## config.mk

```make
export PLATFORM = sky130hd
export DESIGN_NAME = wf68k30l_trap_arbiter
export DESIGN_NICKNAME = d
export VERILOG_FILES = /design/src/rtl/wf68k30l_trap_arbiter.sv
export SDC_FILE = /design/constraint.sdc
export NUM_CORES = 1
export LEC_CHECK = 0
export CAP_MARGIN = 30
export CORE_MARGIN = 5
export CORE_UTILIZATION = 45
export CTS_BUF_LIST = sky130_fd_sc_hd__clkbuf_4 sky130_fd_sc_hd__clkbuf_8
export CTS_CLUSTER_DIAMETER = 80
export DETAILED_ROUTE_END_ITERATION = 10
export PLACE_DENSITY = 0.73
export SETUP_SLACK_MARGIN = 0.05
export SLEW_MARGIN = 5
export SYNTH_ARGS = -nofsm -noshare
export SYNTH_HDL_FRONTEND = slang
export SYNTH_SLANG_ARGS = --single-unit
```

## constraint.sdc

```tcl
create_clock -name CLK -period 2.65 [get_ports CLK]
set_input_delay 0.53 -clock CLK [delete_from_list [all_inputs] [get_ports CLK]]
set_output_delay 0.53 -clock CLK [all_outputs]
set_load 0.01 [all_outputs]
```

## src/rtl/wf68k30l_trap_arbiter.sv

```systemverilog
// Exception-request arbiter: per-channel sticky pending latches feeding a
// fixed-priority offer/ack sequencer with preemption and double-fault halt.

module wf68k30l_trap_chan #(
   parameter int VEC_W = 8
) (
   input  logic             CLK,
   input  logic             RESET_n,
   input  logic             en,
   input  logic             clr,
   input  logic             ovr_clr,
   input  logic             req,
   input  logic [2:0]       req_type,
   input  logic [VEC_W-1:0] req_vec,
   output logic             pend,
   output logic             ovr,
   output logic [2:0]       typ,
   output logic [VEC_W-1:0] vec
);
   logic pend_kept;

   // The clear is applied first, so a same-cycle request lands on an empty slot.
   assign pend_kept = pend & ~clr;

   always_ff @(posedge CLK) begin
      if (!RESET_n) begin
         pend <= 1'b0;
         ovr  <= 1'b0;
         typ  <= '0;
         vec  <= '0;
      end else if (en) begin
         if (req && !pend_kept) begin
            pend <= 1'b1;
            typ  <= req_type;
            vec  <= req_vec;
         end else begin
            pend <= pend_kept;
         end
         ovr <= (ovr & ~ovr_clr) | (req & pend_kept);
      end
   end
endmodule

module wf68k30l_trap_arbiter #(
   parameter int N_SRC   = 4,
   parameter int VEC_W   = 8,
   parameter int PREEMPT = 1,
   parameter int DF_SRC  = 0,
   localparam int SW     = (N_SRC > 1) ? $clog2(N_SRC) : 1
) (
   input  logic                   CLK,
   input  logic                   RESET_n,
   input  logic [N_SRC-1:0]       REQ,
   input  logic [3*N_SRC-1:0]     REQ_TYPE,
   input  logic [VEC_W*N_SRC-1:0] REQ_VEC,
   input  logic [N_SRC-1:0]       MASK,
   input  logic                   FLUSH,
   input  logic                   TRAP_ACK,
   input  logic                   EXC_DONE,
   output logic                   TRAP_VALID,
   output logic [2:0]             TRAP_TYPE,
   output logic [VEC_W-1:0]       TRAP_VEC,
   output logic [SW-1:0]          TRAP_SRC,
   output logic [N_SRC-1:0]       PENDING,
   output logic [N_SRC-1:0]       OVR,
   output logic                   HALT
);
   localparam logic [1:0] S_IDLE    = 2'd0;
   localparam logic [1:0] S_OFFER   = 2'd1;
   localparam logic [1:0] S_SERVICE = 2'd2;
   localparam logic [1:0] S_HALTED  = 2'd3;

   logic [1:0]                  state;
   logic [N_SRC-1:0]            ch_clr;
   logic [N_SRC-1:0][2:0]       ch_typ;
   logic [N_SRC-1:0][VEC_W-1:0] ch_vec;
   logic [N_SRC-1:0]            elig;
   logic [SW-1:0]               win;
   logic                        win_any;

   genvar gi;
   generate
      for (gi = 0; gi < N_SRC; gi++) begin : g_ch
         assign ch_clr[gi] = FLUSH |
                             ((state == S_OFFER) && TRAP_ACK && (TRAP_SRC == SW'(gi)));
         wf68k30l_trap_chan #(.VEC_W(VEC_W)) u_ch (
            .CLK      (CLK),
            .RESET_n  (RESET_n),
            .en       (state != S_HALTED),
            .clr      (ch_clr[gi]),
            .ovr_clr  (FLUSH),
            .req      (REQ[gi]),
            .req_type (REQ_TYPE[3*gi +: 3]),
            .req_vec  (REQ_VEC[VEC_W*gi +: VEC_W]),
            .pend     (PENDING[gi]),
            .ovr      (OVR[gi]),
            .typ      (ch_typ[gi]),
            .vec      (ch_vec[gi])
         );
      end
   endgenerate

   assign elig    = PENDING & ~MASK;
   assign win_any = |elig;

   always_comb begin
      win = '0;
      for (int i = N_SRC - 1; i >= 0; i--)
         if (elig[i]) win = SW'(i);
   end

   always_ff @(posedge CLK) begin
      if (!RESET_n) begin
         state      <= S_IDLE;
         TRAP_VALID <= 1'b0;
         TRAP_TYPE  <= '0;
         TRAP_VEC   <= '0;
         TRAP_SRC   <= '0;
         HALT       <= 1'b0;
      end else begin
         case (state)
            S_IDLE: begin
               if (!FLUSH && win_any) begin
                  TRAP_TYPE  <= ch_typ[win];
                  TRAP_VEC   <= ch_vec[win];
                  TRAP_SRC   <= win;
                  TRAP_VALID <= 1'b1;
                  state      <= S_OFFER;
               end
            end
            S_OFFER: begin
               if (FLUSH) begin
                  TRAP_VALID <= 1'b0;
                  state      <= S_IDLE;
               end else if (TRAP_ACK) begin
                  TRAP_VALID <= 1'b0;
                  state      <= S_SERVICE;
               end else if (PREEMPT != 0 && win_any && win < TRAP_SRC) begin
                  TRAP_TYPE <= ch_typ[win];
                  TRAP_VEC  <= ch_vec[win];
                  TRAP_SRC  <= win;
               end
            end
            S_SERVICE: begin
               // A fault on the faulting channel while its handler runs is fatal.
               if (REQ[DF_SRC] && TRAP_SRC == SW'(DF_SRC)) begin
                  HALT  <= 1'b1;
                  state <= S_HALTED;
               end else if (EXC_DONE) begin
                  state <= S_IDLE;
               end
            end
            default: TRAP_VALID <= 1'b0;
         endcase
      end
   end
endmodule

```

==> flow_summary.json <==
{
  "portBuffers": 79,
  "min_from": "TRAP_VEC[2]$_SDFFE_PN0P_",
  "synth_area_um2": 3410,
  "grt_max_degree": 38,
  "crit_type": "in2reg",
  "grt_use_met3": 0.0360,
  "place.gp.congestion": 0.938,
  "start_kind": "input port",
  "p_total_uw": 2790,
  "holdPathStages": 2,
  "final_nets": 488,
  "worstPathArrival_ns": 2.62,
  "finalNonFillerCells": 530,
  "synth_edf_count": 0,
  "rows": 31,
  "h-tree-depth": 3,
  "min_to": "TRAP_VEC[2]$_SDFFE_PN0P_",
  "regToRegStartpoint": "g_ch[3].u_ch.pend$_SDFFE_PN0P_",
  "firstDrtPassIters": 4,
  "cts_hold_buf": 0,
  "drv_cap": 0,
  "hold_class": "reg2reg",
  "setup-violations-final": 0,
  "io_pins": 80,
  "busiest_layer": "met2",
  "route.detailed.drc": 0,
  "finClkSkew_ns": 0.00520,
  "slew_violations": 0,
  "use_met2": 0.288,
  "fillerInstances": 646,
  "tritoncts": "built",
  "final_common_cell": "clkdlybuf4s50_1",
  "reg2reg_depth": 7,
  "crit_fanout": 13,
  "drive_gt1_frac": 0.123,
  "hold_viol": 0,
  "grt_usage": 0.179,
  "reg2reg_setup_slack_ns": 0.40,
  "antenna_found_initial": 0,
  "synth.distinct_cells": 39,
  "dp.cells": 514,
  "synth_cells": 353,
  "cts-root-buf": "clkbuf_8",
  "final_cell_mix": "clkdlybuf4s50_1 (78), dfxtp_1 (69), mux2i_1 (60)",
  "ys.flop_type": "dfxtp_1",
  "clock-sinks": 69,
  "vias": 2784,
  "rsz0062_at_grt": "no",
  "whs_ns": 0.464,
  "fin_crit_sh": 0.910,
  "seq_area_um2": 1380,
  "synth-seq-cells": 69,
  "wl_per_cell_um": 15.8,
  "cts_buffer_depth": 2,
  "grt_overflow": 0,
  "fmax_mhz": 415,
  "cts_setup_buffers": 0,
  "ant_nets": 0,
  "totalNegativeSetupSlack_ns": 0,
  "status": "completed",
  "cts_buffers": 9,
  "cellPowerDensity_nw_per_um2": 628,
  "synth_fp_nets": 415,
  "ctsResizeCount": 0,
  "area_growth_pct": 30.3,
  "die_w_um": 97.0,
  "routed_wl_mm": 8.37,
  "cp.required_ns": 2.86,
  "period_minus_slack_ns": 2.41,
  "yosysWarnings": 0,
  "clkTransAtPathRegs_ns": 0.07,
  "yosysSeqAreaShare": 0.405,
  "drtIter0Drc": 97,
  "clock_latency_ns": 0.34,
  "vias_per_cell": 5.25,
  "multi_input_area_um2": 1770,
  "n_antenna_cell": 0,
  "grt_use_met1": 0.234,
  "p_leak_uw": 0.00179,
  "worstMarginPinSlew_ns": 0.590,
  "grt_pass1_wl_mm": 13.8,
  "grt_pass1_vias": 2810,
  "utilization": 0.606,
  "peakVddDrop_mv": 0.320,
  "async_flop_share": 0,
  "die_h_um": 97.0,
  "place_hpwl_mm": 6.15,
  "timing.rr.end": "TRAP_VEC[1]$_SDFFE_PN0P_",
  "floorplan.initialDensity": 0.465,
  "core_area_um2": 7330,
  "cp-end-kind": "flip-flop",
  "avgSynthCellArea_um2": 9.66,
  "slew_headroom": 0.605,
  "die_area_um2": 9410
}
worst max path at each step:
stage	slack, ns	end	from	depth (start not counted)
2_1_floorplan	0.25	TRAP_SRC[1]$_SDFFE_PN0P_	MASK[1]	9
3_3_place_gp	0.02	TRAP_VEC[2]$_SDFFE_PN0P_	MASK[2]	7
5_1_grt	0.11	TRAP_VEC[6]$_SDFFE_PN0P_	MASK[3]	9
3_5_place_dp	-0.12	TRAP_VEC[1]$_SDFFE_PN0P_	MASK[3]	8
4_1_cts	0.27	TRAP_VEC[1]$_SDFFE_PN0P_	MASK[3]	8
6_report	0.24	TRAP_VEC[1]$_SDFFE_PN0P_	MASK[3]	8
layer usage:
metal | routed length (µm) | share of wire | vias up
met4 | 137 | 0.016 | 0
met2 | 3980 | 0.48 | 69
met3 | 354 | 0.042 | 15
met5 | 0 | 0 | -
li1 | - | - | 1375
met1 | 3900 | 0.47 | 1325
sequential cells by signal, indices dropped and copies added (netlist names):
| signal | count |
|---|---|
| g_ch.u_ch.ovr | 4 |
| HALT | 1 |
| g_ch.u_ch.pend | 4 |
| TRAP_TYPE | 3 |
| state | 2 |
| TRAP_VEC | 8 |
| g_ch.u_ch.typ | 12 |
| g_ch.u_ch.vec | 32 |
| TRAP_VALID | 1 |
| TRAP_SRC | 2 |
synthesized netlist by cell type, types with 3 or more instances:
library cell / count / area, µm²
dfxtp_1: 69 / 1380
mux2i_1: 60 / 601
nor2b_1: 51 / 319
nand2_1: 22 / 82.6
clkbuf_1: 17 / 63.8
inv_1: 14 / 52.6
nand3_1: 12 / 60.1
o211ai_1: 12 / 90.1
buf_4: 11 / 82.6
o221a_2: 11 / 124
or3_1: 11 / 68.8
nor2_1: 7 / 26.3
ha_1: 5 / 62.6
nor3_1: 5 / 25.0
o21ai_0: 5 / 25.0
a32oi_1: 4 / 35.0
inv_2: 4 / 15.0
nand2b_1: 4 / 25.0
o311a_1: 4 / 40.0
nor3b_2: 3 / 37.5
worst max-delay path: stages:
cell and delay [ns]:
clkdlybuf4s50_1 0.40, nor2b_1 0.27, o211ai_1 0.20, inv_2 0.09, ha_1 0.23, o41ai_2 0.46
o21ai_4 0.24, mux2i_1 0.18
kinds of logic (layout without fill, tap and decap cells):
group,count (synthesis),count (layout),synth area share
fa+ha+maj,5,5,0.0184
simple gates,125,125,0.213
flops,69,69,0.405
mux,60,60,0.176
compound gates,44,44,0.113
buf+inv,50,128,0.0745
per-stage QoR:
| step | setup slack (ns) | instance area, µm² |
|---|---|---|
| floorplan | 0.254 | 3410 |
| global placement | 0.0226 | 4240 |
| finish | 0.239 | 4440 |
| global route | 0.108 | 4440 |
| detailed placement | -0.116 | 4240 |
| CTS | 0.267 | 4440 |
report_power, final:
group / leakage (µW) / switching (µW) / total (µW) / internal [µW]
registers: 0.000567 / 67.5 / 1200 / 1140
clock network: 0.000103 / 389 / 868 / 478
logic: 0.00112 / 329 / 717 / 388
cell type report:
cell class / instances / share of cell area
clock buffers: 12 / 0.0344
clock inverters: 4 / 0.0107
inverters: 19 / 0.0161
multi-input cells: 234 / 0.399
flip-flops and latches: 69 / 0.311
well taps: 99 / 0.0279
repair buffers: 93 / 0.201
Note: power is estimated with default switching activity, not from simulation.
